File: src/rtl/gpio_special_gen_if.sv
// dbus peripheral port for gpio_special_gen: request/response structs plus the
// address-decode select, bundled so master and slave sides stay in lockstep.
interface gpio_special_gen_if;
    typedef struct packed {
        logic [31:0] addr;
        logic [31:0] w_data;
        logic        w_en;
        logic        req;
    } type_dbus2peri_s;

    typedef struct packed {
        logic [31:0] r_data;
        logic        ack;
    } type_peri2dbus_s;

    logic            gpsl_sel_i;
    type_dbus2peri_s dbus2gpio_i;
    type_peri2dbus_s gpio2dbus_o;

    modport master (output gpsl_sel_i, dbus2gpio_i, input gpio2dbus_o);
    modport slave  (input gpsl_sel_i, dbus2gpio_i, output gpio2dbus_o);
endinterface

File: src/rtl/gpio_special_gen.sv
// Switch/LED peripheral on the dbus fabric: synchronised switches, atomic LED ops,
// change interrupt. Define GPSL_DEBOUNCE_EN to add the prescaled debounce filter.
module gpio_special_gen #(
    parameter int                  SW_W     = 16,
    parameter int                  LED_W    = 16,
    parameter int                  DB_CNT_W = 20,
    parameter logic [DB_CNT_W-1:0] DB_RST   = 20'd100000
) (
    input  logic                clk,
    input  logic                rst_n,
    gpio_special_gen_if.slave   bus,
    input  logic [SW_W-1:0]     gp_switch_i,
    output logic [LED_W-1:0]    gp_led_o,
    output logic                gpsl_irq_o
);
    localparam logic [7:0] A_SW   = 8'h00;
    localparam logic [7:0] A_LED  = 8'h04;
    localparam logic [7:0] A_SET  = 8'h08;
    localparam logic [7:0] A_CLR  = 8'h0C;
    localparam logic [7:0] A_TGL  = 8'h10;
    localparam logic [7:0] A_IEN  = 8'h14;
    localparam logic [7:0] A_IST  = 8'h18;
    localparam logic [7:0] A_DBL  = 8'h1C;

    logic             r_ack;
    logic [31:0]      r_rdata;
    logic [SW_W-1:0]  r_sync1, r_sync2;
    logic [SW_W-1:0]  r_sw;
    logic [LED_W-1:0] r_led;
    logic [SW_W-1:0]  r_irq_en, r_irq_stat;

    logic             w_rd_req, w_wr_req, w_acc, w_wr;
    logic [7:0]       w_addr;
    logic [31:0]      w_wdata;
    logic [31:0]      w_rdata;
    logic [SW_W-1:0]  w_sw_next;
    logic [SW_W-1:0]  w_stat_clr;
    logic             w_unused;

    assign w_addr   = bus.dbus2gpio_i.addr[7:0];
    assign w_wdata  = bus.dbus2gpio_i.w_data;
    assign w_rd_req = bus.dbus2gpio_i.req & ~bus.dbus2gpio_i.w_en & bus.gpsl_sel_i;
    assign w_wr_req = bus.dbus2gpio_i.req &  bus.dbus2gpio_i.w_en & bus.gpsl_sel_i;
    // A held request is refused while ack is up, giving the every-other-cycle ack.
    assign w_acc    = (w_rd_req | w_wr_req) & ~r_ack;
    assign w_wr     = w_wr_req & ~r_ack;

    always_ff @(posedge clk) begin
        if (!rst_n) begin
            r_sync1 <= '0;
            r_sync2 <= '0;
        end else begin
            r_sync1 <= gp_switch_i;
            r_sync2 <= r_sync1;
        end
    end

`ifdef GPSL_DEBOUNCE_EN
    logic [DB_CNT_W-1:0] r_cnt, r_db_limit;
    logic [SW_W-1:0]     r_samp;
    logic                w_tick;
    logic [SW_W-1:0]     w_agree;

    assign w_tick    = (r_cnt >= r_db_limit);
    assign w_agree   = ~(r_samp ^ r_sync2);
    // Only bits whose last two tick samples match are allowed through.
    assign w_sw_next = w_tick ? ((w_agree & r_samp) | (~w_agree & r_sw)) : r_sw;
    assign w_unused  = ^{bus.dbus2gpio_i.addr, w_wdata};

    always_ff @(posedge clk) begin
        if (!rst_n) begin
            r_cnt      <= '0;
            r_db_limit <= DB_RST;
            r_samp     <= '0;
        end else begin
            if (w_wr && w_addr == A_DBL) begin
                r_db_limit <= w_wdata[DB_CNT_W-1:0];
                r_cnt      <= '0;
            end else if (w_tick) begin
                r_cnt <= '0;
            end else begin
                r_cnt <= r_cnt + DB_CNT_W'(1);
            end
            if (w_tick) r_samp <= r_sync2;
        end
    end
`else
    assign w_sw_next = r_sync2;
    assign w_unused  = ^{bus.dbus2gpio_i.addr, w_wdata, DB_RST};
`endif

    assign w_stat_clr = (w_wr && w_addr == A_IST) ? w_wdata[SW_W-1:0] : '0;

    always_ff @(posedge clk) begin
        if (!rst_n) begin
            r_sw       <= '0;
            r_led      <= '0;
            r_irq_en   <= '0;
            r_irq_stat <= '0;
        end else begin
            r_sw       <= w_sw_next;
            // Clear first, then OR in fresh edges so a coincident change is kept.
            r_irq_stat <= (r_irq_stat & ~w_stat_clr) | (w_sw_next ^ r_sw);
            if (w_wr) begin
                case (w_addr)
                    A_LED:   r_led    <= w_wdata[LED_W-1:0];
                    A_SET:   r_led    <= r_led |  w_wdata[LED_W-1:0];
                    A_CLR:   r_led    <= r_led & ~w_wdata[LED_W-1:0];
                    A_TGL:   r_led    <= r_led ^  w_wdata[LED_W-1:0];
                    A_IEN:   r_irq_en <= w_wdata[SW_W-1:0];
                    default: ;
                endcase
            end
        end
    end

    always_comb begin
        w_rdata = '0;
        case (w_addr)
            A_SW:    w_rdata = 32'(r_sw);
            A_LED:   w_rdata = 32'(r_led);
            A_IEN:   w_rdata = 32'(r_irq_en);
            A_IST:   w_rdata = 32'(r_irq_stat);
`ifdef GPSL_DEBOUNCE_EN
            A_DBL:   w_rdata = 32'(r_db_limit);
`endif
            default: w_rdata = '0;
        endcase
    end

    always_ff @(posedge clk) begin
        if (!rst_n) begin
            r_ack   <= 1'b0;
            r_rdata <= '0;
        end else begin
            r_ack   <= w_acc;
            r_rdata <= (w_acc & w_rd_req) ? w_rdata : '0;
        end
    end

    assign bus.gpio2dbus_o = {r_rdata, r_ack};
    assign gp_led_o        = r_led;
    assign gpsl_irq_o      = |(r_irq_stat & r_irq_en);
endmodule

File: src/flat_wrapper.sv
// flat-port wrapper written by rule: the top's interface ports become plain ports
module gpio_special_gen_flat 
#(
    parameter int                  SW_W     = 16,
    parameter int                  LED_W    = 16,
    parameter int                  DB_CNT_W = 20,
    parameter logic [DB_CNT_W-1:0] DB_RST   = 20'd100000
)
  (clk, rst_n, gp_switch_i, gp_led_o, gpsl_irq_o, bus_gpsl_sel_i, bus_dbus2gpio_i, bus_gpio2dbus_o);
  gpio_special_gen_if bus_i ();
  input  logic clk;
  input  logic rst_n;
  input  logic [SW_W-1:0] gp_switch_i;
  output logic [LED_W-1:0] gp_led_o;
  output logic gpsl_irq_o;
  input wire logic [$bits(bus_i.gpsl_sel_i)-1:0] bus_gpsl_sel_i;
  input wire logic [$bits(bus_i.dbus2gpio_i)-1:0] bus_dbus2gpio_i;
  output wire logic [$bits(bus_i.gpio2dbus_o)-1:0] bus_gpio2dbus_o;
  assign bus_i.gpsl_sel_i = bus_gpsl_sel_i;
  assign bus_i.dbus2gpio_i = bus_dbus2gpio_i;
  assign bus_gpio2dbus_o = bus_i.gpio2dbus_o;
  gpio_special_gen #(.SW_W(SW_W), .LED_W(LED_W), .DB_CNT_W(DB_CNT_W), .DB_RST(DB_RST)) u_core (.clk(clk), .rst_n(rst_n), .bus(bus_i), .gp_switch_i(gp_switch_i), .gp_led_o(gp_led_o), .gpsl_irq_o(gpsl_irq_o));
endmodule
File: config.mk
export PLATFORM = sky130hd
export DESIGN_NAME = gpio_special_gen_flat
export DESIGN_NICKNAME = d
export VERILOG_FILES = /design/src/rtl/gpio_special_gen_if.sv /design/src/rtl/gpio_special_gen.sv /design/src/flat_wrapper.sv
export SDC_FILE = /design/constraint.sdc
export NUM_CORES = 1
export LEC_CHECK = 0
export CAP_MARGIN = 20
export CORE_MARGIN = 2
export CORE_UTILIZATION = 35
export DETAILED_ROUTE_END_ITERATION = 8
export HOLD_SLACK_MARGIN = 0.03
export PLACE_DENSITY = 0.6
export SETUP_SLACK_MARGIN = 0.3
export SLEW_MARGIN = 10
export SYNTH_ARGS = -nofsm -noshare
export SYNTH_HDL_FRONTEND = slang
export SYNTH_SLANG_ARGS = --single-unit
File: constraint.sdc
create_clock -name clk -period 4.77 [get_ports clk]
set_input_delay 0.954 -clock clk [delete_from_list [all_inputs] [get_ports clk]]
set_output_delay 0.954 -clock clk [all_outputs]
set_load 0.005 [all_outputs]
# == Yosys cells after proc, flatten, opt, wreduce, memory -nomap -nowiden ==
# Cells that the tools add are included.
# op_classes
n_eq_ne,6
n_mux,3
reduce_logical,7
bitwise,19
# op_table
op,n
$pmux 16 s4,2
$and 16x16->16,3
$not 16->16,2
$or 16x16->16,2
$xor 16x16->16,2
$eq 8x5->1 const B,3
$eq 8x4->1 const B,2
$mux 16,1
$reduce_or 16->1,1
$eq 8x3->1 const B,1
$logic_not 8->1,1
$and 1x1->1,7
$reduce_and 2->1,3
$reduce_bool 4->1,1
$not 1->1,2
$logic_and 1x1->1,1
$or 1x1->1,1
# totals
in_bits,85
register_bits,129
out_inout_bits,50
elab_cells,43

# == Depth between registers and ports, before layout ==
# Gate-level depths: netlist of run 1.
# depth
depth_word,8
mapped_depth,8
depth_no_buf,5

# == Worst setup path after synthesis of run 1 ==
# No wires, ideal clock.
# synth_path
path_type,input-to-reg
startpoint,input bus_dbus2gpio_i[37]
endpoint,register u_core.r_irq_stat[10]
setup_ps,119
required_time_ps,4651
path_buffers,4
arrival_time_ps,2276
path_stages,8
slack_ps,2375
cell_sequence,buf_4 -> or3b_1 -> buf_2 -> nor3_4 -> and3_1 -> buf_4 -> buf_6 -> a21oi_1
# synth_between
elab_chain_cells,6
# synth_lines
element,line,text
start: declaration,flat_wrapper.sv:17,input wire logic [$bits(bus_i.dbus2gpio_i)-1:0] bus_dbus2gpio_i;
$eq 8x5->1,gpio_special_gen.sv:92,assign w_stat_clr = (w_wr && w_addr == A_IST) ? w_wdata[SW_W-1:0] : '0;
$logic_and 1x1->1,gpio_special_gen.sv:92,
$mux 16,gpio_special_gen.sv:92,
$not 16->16,gpio_special_gen.sv:103,r_irq_stat <= (r_irq_stat & ~w_stat_clr) | (w_sw_next ^ r_sw);
$and 16x16->16,gpio_special_gen.sv:103,
$or 16x16->16,gpio_special_gen.sv:103,
end signal: assignment,gpio_special_gen.sv:103,
end: declaration,gpio_special_gen.sv:30,"logic [SW_W-1:0] r_irq_en, r_irq_stat;"
# Every way passes these cells.
# A chain may end at the register's enable or synchronous reset.

# == Worst setup path after layout of run 1 ==
# layout_path
startpoint,input bus_dbus2gpio_i[37]
endpoint,register u_core.r_irq_stat[7]
# Same word-level chain as after synthesis.

==> results.txt, run 1 <==
----------------------------------------------------
[Status]
  Result of the run ... completed

[Job]
  Number of max-cap violations ... 0

[Global routing]
  Wire length of the first global-routing pass ... 23.9 mm
  Combined global-route utilization of all metal layers ... 18.9%
  Remaining Overflow, GRT ... 0
  Antenna violations before repair ... 0
  Via count of the first global-routing pass ... 4498
  Largest net degree at the start of global routing ... 97

[STA]
  Maximum frequency from static timing analysis ... 0.299 GHz
  Number of pins exceeding their max-slew limit in the final report ... 0
  Worst-case setup margin in the final layout ... 1420 ps
  Number of failing setup endpoints in the final timing report ... 0
  Time the worst path needs with I/O delays and setup ... 3350 ps
  RSZ-0062 raised after global routing ... no
  Worst setup skew after layout ... 7.45 ps
  Transition at the pin with the smallest max-transition slack ... 1030 ps
  Number of endpoints with negative hold slack in the final report ... 0
  Headroom to the max-slew limit ... 30.6%
  Share of the cycle needed by the critical path after routing ... 70.2%
  Setup TNS after final layout ... 0 ps
  Worst hold slack after final layout ... 429 ps

[Floorplan]
  Num ports ... 135
  Initial Utilization ... 35.5%
  Overall die height ... 128 um
  Die Width ... 128 um
  Standard cell core area ... 15100 um2
  # rows ... 45
  Die Area ... 16300 um2

[Clocking]
  Count of H-tree levels built during CTS ... 4
  Clock-pin slew on the worst setup and hold paths ... 50 ps
  Clock Path Buffers ... 2
  Clock tree from TritonCTS ... done
  Total clock buffers created by CTS ... 17
  # Post-CTS Setup Buffers ... 0
  Hold bufs inserted after CTS ... 0
  Clock root buffer ... clkbuf_16
  Clock Sink Count ... 113
  Cts repair resizes ... 0
  Clock insertion delay at the later pin of the skew report ... 420 ps

[Drt]
  Average routed wire per standard cell ... 17.8 um
  Count of antenna-violating nets left after detailed routing ... 0
  DRC violation total after the first TritonRoute iteration ... 367
  Total DRC errors in the routed layout ... 0
  Total Routed Length ... 15.0 mm
  Count of TritonRoute iterations in the first routing pass ... 6
  Via density per instance ... 5.34
  Vias ... 4511

[Critical path]
  Source of the critical timing path ... bus_dbus2gpio_i[37]
  Data arrival time of the critical path ... 3600 ps
  Last element of the critical path ... u_core.r_irq_stat[7]
  Start-to-end type of the worst setup path ... in2reg
  Critical path startpoint category ... input pin
  Worst flop-to-flop path startpoint ... u_core.r_ack
  Worst flop-to-flop path endpoint ... u_core.r_rdata[4]
  Worst-case register-to-register setup slack ... 2730 ps
  Crit. End Element ... flop
  Count of cells along the worst register-to-register path ... 4
  Highest net fanout along the worst path ... 17
  Data required time of the critical path ... 5020 ps

[Synthesis]
  Area fraction in and, or, nand and nor cells after synthesis ... 18.7%
  Share of synthesized cell area in full adder, half adder and majority cells ... 7.47%
  Sequential cell area fraction in the yosys report ... 42.2%
  Compound-gate portion of the synthesized area ... 17.2%
  Mux share of post-synthesis cell area ... 3.62%
  Fraction of synthesized cell area taken by the top area cell type ... 42.2%
  Yosys reg bits ... 113
  Yosys synthesis warning count ... 0
  Dominant combinational cell family by area after synthesis ... simple AND/OR/NAND/NOR gates
  Cell types occupying the most area after synthesis ... dfxtp_1 (42%), ha_1 (7.5%), and2_1 (5.7%)
  Post-synthesis xor/xnor area fraction ... 2.62%
  Number of distinct library cells after synthesis ... 43
  Number of standard cells after synthesis ... 581
  Synth Cell Area ... 5360 um2
  Average footprint of a synthesized cell ... 9.22 um2
  Cell taking the most area after synthesis ... dfxtp_1

[Min path]
  Class of the tightest hold or removal check ... reg2reg

[Place]
  Gp weighted congestion ... 0.778
  IO buf count ... 78
  DP Cell Count ... 814
  Post-Place Worst Slack ... 1080 ps
  DPL Wire Length ... 9.33 mm

[Layout]
  Final antenna diode count ... 0
  P&R area growth vs syn ... 26.1%
  Layout fillers ... 1465
  Area used by multi-input combinational logic ... 2720 um2
  Net count of the finished layout ... 762
  Final non-filler cell total ... 844
  Sequential standard cell area ... 2260 um2
  Fraction of final layout cells with drive strength greater than 1 ... 7.01%

[Power and ir drop]
  Power per unit of standard cell area ... 351 nW/um2
  Worst voltage drop across the vdd grid ... 0.268 mV
  Static Leakage ... 2.81 nW
  Total chip power ... 2.37 mW

----------------------------------------------------
## registers in the layout, indices dropped and copies added (netlist names)
signal / cells
u_core.gp_led_o: 16
u_core.r_irq_en: 16
u_core.r_irq_stat: 16
u_core.r_rdata: 16
u_core.r_sw: 16
u_core.r_sync1: 16
u_core.r_sync2: 16
u_core.r_ack: 1
## through the flow
step	util (%)	area [um2]
finish	44.8	6760
global route	44.8	6760
CTS	44.8	6760
detailed placement	41.0	6180
global placement	41.0	6180
floorplan	-	5410
## routing by layer
layer,GRT usage [%],vias up,share of wire (%)
met5,0,-,0
met2,29.2,184,46
li1,-,2134,-
met3,4.05,25,7.1
met4,10.4,0,2.1
met1,24.6,2168,45
## Yosys cell counts (all sizes together)
library cell / number
a22o: 8
a31oi: 4
a222oi: 5
conb: 1
o21ba: 1
nor3: 2
dfxtp: 113
nor2: 22
and2: 50
nor3b: 1
a21oi: 39
o21ai: 53
o2111ai: 1
ha: 32
mux2: 3
nand4: 3
nor4b: 1
mux2i: 16
and4b: 2
and3: 18
o2111a: 1
a32o: 5
a221oi: 20
clkbuf: 27
and4: 1
nor4: 18
o211ai: 1
a22oi: 6
buf: 30
nor2b: 22
nand3: 5
or3b: 1
nand2: 18
a32oi: 1
inv: 33
or4b: 1
xor2: 16
## cells by family (layout without fill, tap and decap cells)
| logic type | Yosys count | in the layout |
|---|---|---|
| xor gates and xnor gates | 16 | 16 |
| buffers and inverters | 90 | 150 |
| adders and majority gates | 32 | 32 |
| AOI/OAI and AO/OA | 145 | 145 |
| muxes | 19 | 19 |
| other | 1 | 16 |
| DFF | 113 | 113 |
| and+or+nand+nor | 165 | 165 |
## placed cells by master, fill, tap and decap left out, types with 6 or more instances in the layout
master / Yosys / routed
xor2_1: 16 / 16
a21oi_1: 39 / 39
mux2i_1: 16 / 16
dfxtp_1: 113 / 113
nor2_1: 22 / 22
a221oi_1: 20 / 20
clkbuf_16: 0 / 17
clkdlybuf4s50_1: 0 / 77
conb_1: 1 / 16
inv_1: 33 / 33
nor2b_1: 22 / 22
nand2_1: 18 / 18
nor4_1: 17 / 17
a22oi_1: 6 / 6
and2_1: 49 / 49
a22o_1: 8 / 8
o21ai_0: 53 / 53
buf_4: 21 / 9
ha_1: 32 / 32
and3_1: 18 / 18
## worst min path at each step
stage / start / to / slack (ps) / cells after the start
final: u_core.r_sync1[5] / u_core.r_sync2[5] / 430 / 1
after global routing: u_core.r_sync1[8] / u_core.r_sync2[8] / 440 / 1
after CTS: u_core.r_sync1[6] / u_core.r_sync2[6] / 430 / 1
after detailed placement: u_core.r_sync1[1] / u_core.r_sync2[1] / 420 / 1
after global placement: u_core.r_sync1[5] / u_core.r_sync2[5] / 420 / 1
after floorplan: u_core.r_sync1[0] / u_core.r_sync2[0] / 410 / 1
## cell type report
cell class,instances,share of cell area [%]
Tap cell,188,3.48
Clock inverter,6,1.19
Timing Repair Buffer,87,12.5
Multi-Input combinational cell,393,40.2
Inverter,33,1.83
Sequential cell,113,33.5
Clock buffer,24,7.28
## power by group
group	internal, mW	switching, mW	leakage, nW	total (mW)
combinational	0.0674	0.0833	1.60	0.151
clock	0.812	0.419	0.286	1.23
sequential	0.973	0.0156	0.921	0.989
## critical path, stage by stage
cell and delay, ps:
clkdlybuf4s50_1 680, or3b_1 780, nor3_4 270, and3_1 760, a21oi_1 150
No activity file was read; power rests on OpenSTA's default activity.
==> run 2: changes to the inputs <==
PLACE_DENSITY = 0.63   (was 0.6)
clock period = 3.05 ns   (was 4.77 ns; I/O delays follow)
==> run 2 against run 1 <==
Net effect:
- combinational power up 60%
- final area grew 0.93%
- sequential cell count stayed put
- final cell count rose by 1.7%
- total power is 49% higher
- worst hold slack lost 3.2 ps
- clock-buffer cell count rose by 1
- routed wire length is 0.21% lower
- first-iteration DRC count grew 18%
- global-route usage rose by 0.078 points
- sequential power up 57%
- via count up 0.93%
- highest routed layer unchanged
==> results.txt, run 2 (synthesis gave the netlist of run 1 again) <==
----------------------------------------------------
[Status]
  Result of the run ... completed (unchanged)

[Layout]
  Fraction of final layout cells with drive strength greater than 1 ... 8.81% (was 7.01%)
  Final antenna diode count ... 0 (unchanged)
  P&R area growth vs syn ... 27.3% (was 26.1%)
  Sequential standard cell area ... 2260 um2 (unchanged)
  Most common library cell in the layout ignoring fill and taps ... dfxtp_1 (unchanged)
  Cell area after layout ... 6820 um2 (was 6760 um2)
  Layout fillers ... 1394 (was 1465)
  Most frequent cells in the layout ... dfxtp_1 (113), clkdlybuf4s50_1 (77), o21ai_0 (53), and2_1 (49), a21oi_1 (39) (unchanged)
  Net count of the finished layout ... 775 (was 762)
  Area used by multi-input combinational logic ... 2730 um2 (was 2720 um2)

[STA]
  Maximum frequency from static timing analysis ... 0.379 GHz
  Time the worst path needs with I/O delays and setup ... 2640 ps
  Setup TNS after final layout ... 0 ps (unchanged)
  Number of endpoints with negative hold slack in the final report ... 0 (unchanged)
  RSZ-0062 raised after global routing ... no (unchanged)
  Worst setup skew after layout ... 7.19 ps (was 7.45 ps)
  Transition at the pin with the smallest max-transition slack ... 815 ps (was 1030 ps)
  Number of failing setup endpoints in the final timing report ... 0 (unchanged)
  Headroom to the max-slew limit ... 45.6% (was 30.6%)
  Number of pins exceeding their max-slew limit in the final report ... 0 (unchanged)
  Share of the cycle needed by the critical path after routing ... 86.5%

[Clocking]
  Clock tree from TritonCTS ... done (unchanged)
  # Post-CTS Setup Buffers ... 0 (unchanged)
  Clock Path Buffers ... 2 (unchanged)
  Hold bufs inserted after CTS ... 0 (unchanged)
  Total clock buffers created by CTS ... 17 (unchanged)
  Clock root buffer ... clkbuf_16 (unchanged)
  Clock-pin slew on the worst setup and hold paths ... 50 ps (about the same)
  Count of H-tree levels built during CTS ... 4 (unchanged)
  Clock insertion delay at the later pin of the skew report ... 410 ps (was 420 ps)
  Clock Sink Count ... 113 (unchanged)

[Drt]
  Via density per instance ... 5.31 (was 5.34)
  Vias ... 4553 (was 4511)
  Count of antenna-violating nets left after detailed routing ... 0 (unchanged)
  Total DRC errors in the routed layout ... 0 (unchanged)
  DRC violation total after the first TritonRoute iteration ... 433 (was 367)
  Count of TritonRoute iterations in the first routing pass ... 5 (was 6)
  Average routed wire per standard cell ... 17.5 um (was 17.8 um)
  Total Routed Length ... 15.0 mm (about the same)

[Floorplan]
  Overall die height ... 128 um (unchanged)
  Initial Utilization ... 35.5% (unchanged)
  Die Area ... 16300 um2 (unchanged)
  Standard cell core area ... 15100 um2 (unchanged)
  Die Width ... 128 um (unchanged)
  # rows ... 45 (unchanged)
  Num ports ... 135 (unchanged)

[Critical path]
  Data required time of the critical path ... 2440 ps (was 5020 ps)
  Crit. End Element ... output port (was flop)
  Data arrival time of the critical path ... 2030 ps (was 3600 ps)
  Start-to-end type of the worst setup path ... reg2out (was in2reg)
  Highest net fanout along the worst path ... 3 (was 17)
  Critical path startpoint category ... flop (was input pin)

[Power and ir drop]
  Sw Share ... 22.8% (was 21.9%)
  Internal portion of total power ... 2.72 mW (was 1.85 mW)
  Power per unit of standard cell area ... 517 nW/um2 (was 351 nW/um2)
  Worst voltage drop across the vdd grid ... 0.397 mV (was 0.268 mV)
  Relative contribution of sequential cells to total power ... 43.9% (was 41.7%)
  Clock network fraction of design power ... 49.2% (was 51.9%)
  Power share of the combinational group ... 6.8% (was 6.4%)
  Switching power ... 0.804 mW (was 0.518 mW)
  Static Leakage ... 2.85 nW (was 2.81 nW)

[Place]
  DPL Wire Length ... 9.49 mm (was 9.33 mm)
  Placed cell areas ... 6290 um2 (was 6180 um2)
  IO buf count ... 78 (unchanged)
  Gp weighted congestion ... 0.835 (was 0.778)

[Global routing]
  Combined global-route utilization of all metal layers ... 19.0% (was 18.9%)
  Remaining Overflow, GRT ... 0 (unchanged)
  Largest net degree at the start of global routing ... 97 (unchanged)
  Wire length of the first global-routing pass ... 24.0 mm (was 23.9 mm)
  Antenna violations before repair ... 0 (unchanged)
  Via count of the first global-routing pass ... 4575 (was 4498)

[Min path]
  Class of the tightest hold or removal check ... reg2reg (unchanged)

[Job]
  Number of max-cap violations ... 0 (unchanged)

----------------------------------------------------
-- run 2: changes by cell type in the layout (fill, tap and decap cells not counted), sizes merged --
| cell | delta |
|---|---|
| bufinv | -2 |
| clkinv | +1 |
| clkbuf | +1 |
| buf | +13 |
| clkinvlp | +1 |
-- run 2: final cells by class --
cell class              count  area share, %
multi-input cells         393           40.0
flip-flops and latches    113           33.2
clock buffers              25           7.12
repair buffers            100           14.0
clock inverters             6          0.477
inverters                  33           1.82
well taps                 188           3.45
-- run 2: critical path, stage by stage, from the launching register on --
cell and delay (ps):
dfxtp_1 320, a22o_1 260, a221oi_2 320, nand4_1 220
clkdlybuf4s50_1 490
-- run 2: power groups by stage --
stage          Clock (mW)  Sequential [mW]  Combinational [mW]
2_1_floorplan           0             1.57               0.142
3_3_place_gp            0             1.57               0.231
3_5_place_dp            0             1.58               0.238
4_1_cts              1.77             1.55               0.239
5_1_grt              1.84             1.55               0.265
6_report             1.73             1.55               0.241
-- run 2: final timing paths --
check / start / endpoint / slack (ps) / cells past startpoint
max: u_core.r_irq_stat[8] / gpsl_irq_o / 410 / 4
min: u_core.r_sync1[3] / u_core.r_sync2[3] / 430 / 1
max reg2reg: u_core.r_ack / u_core.r_rdata[15] / 1310 / 5
min reg2reg: u_core.r_sync1[3] / u_core.r_sync2[3] / 430 / 1
-- run 2: what timing repair did --
action | CTS | global route
hold endpoints to repair | 0 | 0
gates resized for setup | 1 | 0
endpoints found under the setup margin | 1 | 0
-- run 2: per-stage QoR --
stage	power, mW	instances	worst slack, ps	util (%)	hold WS, ps
5_1_grt	3.65	858	374	45.2	444
6_report	3.52	858	413	45.2	425
4_1_cts	3.55	858	431	45.2	429
2_1_floorplan	1.71	596	999	-	412
3_3_place_gp	1.81	827	348	41.7	418
3_5_place_dp	1.81	827	341	41.7	418
-- run 2: per-layer routing --
| metal | GRT usage, % | vias to the layer above | share of wire (%) |
|---|---|---|---|
| met2 | 28.4 | 195 | 44 |
| met5 | 0 | - | 0 |
| met3 | 5.13 | 35 | 8.3 |
| met4 | 10.2 | 0 | 2.9 |
| li1 | - | 2171 | - |
| met1 | 24.9 | 2152 | 45 |
==> run 3: changes to the inputs <==
CORE_ASPECT_RATIO = 0.8   (was default)
clock period = 2.4 ns   (was 3.05 ns; I/O delays follow)
==> run 3 against run 2 <==
Net effect:
- core utilization up 1.5 points
- sequential cell count unchanged
- sequential share of layout area fell by 0.87 points
- critical path depth grew 1
- final area rose by 2.8%
- register-to-register slack got worse by 560 ps
- sequential power rose by 27%
- global-route usage down 0.30 points
- clock power grew 43%
- first-iteration DRC count shrank 9.0%
- via count barely moved
- routed wire length decreased by 0.43%
==> results.txt, run 3 (synthesis gave the netlist of run 1 again) <==
----------------------------------------------------
[Drt]
  Vias ... 4552 (was 4553)
  Average routed wire per standard cell ... 17.1 um (was 17.5 um)
  Count of antenna-violating nets left after detailed routing ... 0 (unchanged)
  Via density per instance ... 5.22 (was 5.31)
  Total DRC errors in the routed layout ... 0 (unchanged)
  Count of TritonRoute iterations in the first routing pass ... 5 (unchanged)
  DRC violation total after the first TritonRoute iteration ... 394 (was 433)
  Total Routed Length ... 14.9 mm (was 15.0 mm)

[Clocking]
  Clock root buffer ... clkbuf_16 (unchanged)
  Clock-pin slew on the worst setup and hold paths ... 50 ps (about the same)
  Clock tree from TritonCTS ... done (unchanged)
  Count of H-tree levels built during CTS ... 4 (unchanged)
  Clock Sink Count ... 113 (unchanged)
  Clock insertion delay at the later pin of the skew report ... 420 ps (was 410 ps)
  Hold bufs inserted after CTS ... 0 (unchanged)
  Clock Path Buffers ... 2 (unchanged)
  Total clock buffers created by CTS ... 17 (unchanged)

[STA]
  Worst setup skew after layout ... 9.48 ps (was 7.19 ps)
  Time the worst path needs with I/O delays and setup ... 2170 ps
  Setup TNS after final layout ... 0 ps (unchanged)
  Number of endpoints with negative hold slack in the final report ... 0 (unchanged)
  Number of pins exceeding their max-slew limit in the final report ... 0 (unchanged)
  Maximum frequency from static timing analysis ... 0.461 GHz
  Headroom to the max-slew limit ... 47.0% (was 45.6%)
  Worst hold slack after final layout ... 387 ps (was 425 ps)
  Share of the cycle needed by the critical path after routing ... 90.4%
  Number of failing setup endpoints in the final timing report ... 0 (unchanged)
  Transition at the pin with the smallest max-transition slack ... 795 ps (was 815 ps)
  RSZ-0062 raised after global routing ... yes (was no)

[Critical path]
  Source of the critical timing path ... u_core.r_irq_en[14] (was u_core.r_irq_stat[8])
  Crit path max-delay family ... compound AO/OA/AOI/OAI gates (unchanged)
  Crit path largest cell delay ... 320 ps (was 490 ps)
  Data required time of the critical path ... 1920 ps (was 2440 ps)
  Data arrival time of the critical path ... 1690 ps (was 2030 ps)
  Worst flop-to-flop path startpoint ... u_core.r_ack (unchanged)
  Crit. End Element ... output port (unchanged)
  Worst Path Buf+Inv ... 2 (was 1)
  Slowest stage cell on the critical path ... dfxtp_2 (was clkdlybuf4s50_1)
  Cell-by-cell trace of the critical path ... a22o_1 > a221oi_2 > buf_4 > nand4_1 > buf_2 (was a22o_1 > a221oi_2 > nand4_1 > clkdlybuf4s50_1)
  Count of cells along the worst register-to-register path ... 5 (unchanged)
  Worst flop-to-flop path endpoint ... u_core.r_rdata[4] (was u_core.r_rdata[15])
  Worst-case register-to-register setup slack ... 750 ps (was 1310 ps)
  Highest net fanout along the worst path ... 2 (was 3)
  Critical path startpoint category ... flop (unchanged)
  Start-to-end type of the worst setup path ... reg2out (unchanged)

[Layout]
  Final non-filler cell total ... 872 (was 858)
  Most frequent cells in the layout ... dfxtp_1 (111), clkdlybuf4s50_1 (76), o21ai_0 (53), and2_1 (49), a21oi_1 (39) (was dfxtp_1 (113), clkdlybuf4s50_1 (77), o21ai_0 (53), and2_1 (49), a21oi_1 (39))
  Final antenna diode count ... 0 (unchanged)
  Most common library cell in the layout ignoring fill and taps ... dfxtp_1 (unchanged)
  Fraction of final layout cells with drive strength greater than 1 ... 11.7% (was 8.81%)
  Net count of the finished layout ... 787 (was 775)
  P&R area growth vs syn ... 30.9% (was 27.3%)

[Global routing]
  Combined global-route utilization of all metal layers ... 18.7% (was 19.0%)
  Via count of the first global-routing pass ... 4343 (was 4575)
  Antenna violations before repair ... 0 (unchanged)
  Largest net degree at the start of global routing ... 97 (unchanged)
  Wire length of the first global-routing pass ... 23.3 mm (was 24.0 mm)
  Remaining Overflow, GRT ... 0 (unchanged)

[Power and ir drop]
  Internal portion of total power ... 3.69 mW (was 2.72 mW)
  Power share of the combinational group ... 6.6% (was 6.8%)
  Power per unit of standard cell area ... 678 nW/um2 (was 517 nW/um2)
  Switching power ... 1.07 mW (was 0.804 mW)
  Clock network fraction of design power ... 52.0% (was 49.2%)
  Relative contribution of sequential cells to total power ... 41.4% (was 43.9%)
  Worst voltage drop across the vdd grid ... 0.510 mV (was 0.397 mV)
  Static Leakage ... 2.96 nW (was 2.85 nW)
  Sw Share ... 22.5% (was 22.8%)

[Floorplan]
  Overall die height ... 115 um (was 128 um)
  Num ports ... 135 (unchanged)
  Die Width ... 142 um (was 128 um)
  Standard cell core area ... 15000 um2 (was 15100 um2)
  # rows ... 40 (was 45)
  Initial Utilization ... 35.7% (was 35.5%)
  Die Area ... 16300 um2 (about the same)

[Min path]
  Launch instance of the worst min-delay path ... rst_n (was u_core.r_sync1[3])
  Worst Hold Path EP ... u_core.r_ack (was u_core.r_sync2[3])
  Cells on Worst Hold Path ... 2 (was 1)
  Class of the tightest hold or removal check ... in2reg (was reg2reg)

[Place]
  DP Cell Count ... 839 (was 827)
  IO buf count ... 78 (unchanged)
  Gp weighted congestion ... 0.844 (was 0.835)
  DPL Wire Length ... 9.82 mm (was 9.49 mm)

[Job]
  Number of max-cap violations ... 0 (unchanged)

[Status]
  Result of the run ... completed (unchanged)

----------------------------------------------------
## run 3: cell types whose count changed in the layout (fill, tap and decap cells not counted), sizes merged
cell / delta
bufinv: +2
clkbuf: -2
clkdlybuf4s50: -1
buf: +13
inv: +1
## run 3: how the worst max path moves through the flow
stage,endpoint,slack [ps],cells past startpoint
after floorplan,u_core.r_irq_stat[10],480,8
after global placement,u_core.gp_led_o[2],-5,5
after detailed placement,u_core.gp_led_o[0],-180,5
after CTS,gpsl_irq_o,230,5
after global routing,gpsl_irq_o,210,5
final,gpsl_irq_o,230,5
## run 3: layout make-up
class,count,area [um2]
fillers,1411,8010
inverters,33,124
clock inverters,9,105
flip-flops and latches,113,2260
multi-input cells,393,2740
well taps,189,236
repair buffers,112,1060
clock buffers,23,478
## run 3: power groups by stage
stage	combinational, mW	sequential, mW	clock [mW]
after floorplan	0.181	1.99	0
after global placement	0.299	2.00	0
after detailed placement	0.307	2.00	0
after CTS	0.310	1.97	2.50
after global routing	0.346	1.97	2.60
final	0.313	1.97	2.47
## run 3: repair_timing
action | in CTS | in global routing
gates resized for setup | 9 | 1
setup buffers | 1 | 0
setup endpoints to repair | 5 | 2
pin swaps | 1 | 0
## run 3: stage by stage
stage	util [%]	total power, mW	area (um2)	setup WS [ps]
finish	46.7	4.75	7010	229
global route	46.7	4.92	7010	212
CTS	46.7	4.78	7000	230
detailed placement	42.6	2.31	6400	-178
global placement	42.6	2.30	6400	-4.93
floorplan	-	2.17	5410	479
## run 3: metal layers
| metal | wire [um] | track usage (%) | vias up | share of wire, % |
|---|---|---|---|---|
| li1 | - | - | 2196 | - |
| met1 | 6850 | 24.9 | 2136 | 46 |
| met2 | 6840 | 29.8 | 193 | 46 |
| met3 | 1010 | 4.68 | 27 | 6.8 |
| met4 | 234 | 5.87 | 0 | 1.6 |
| met5 | 0 | 0 | - | 0 |
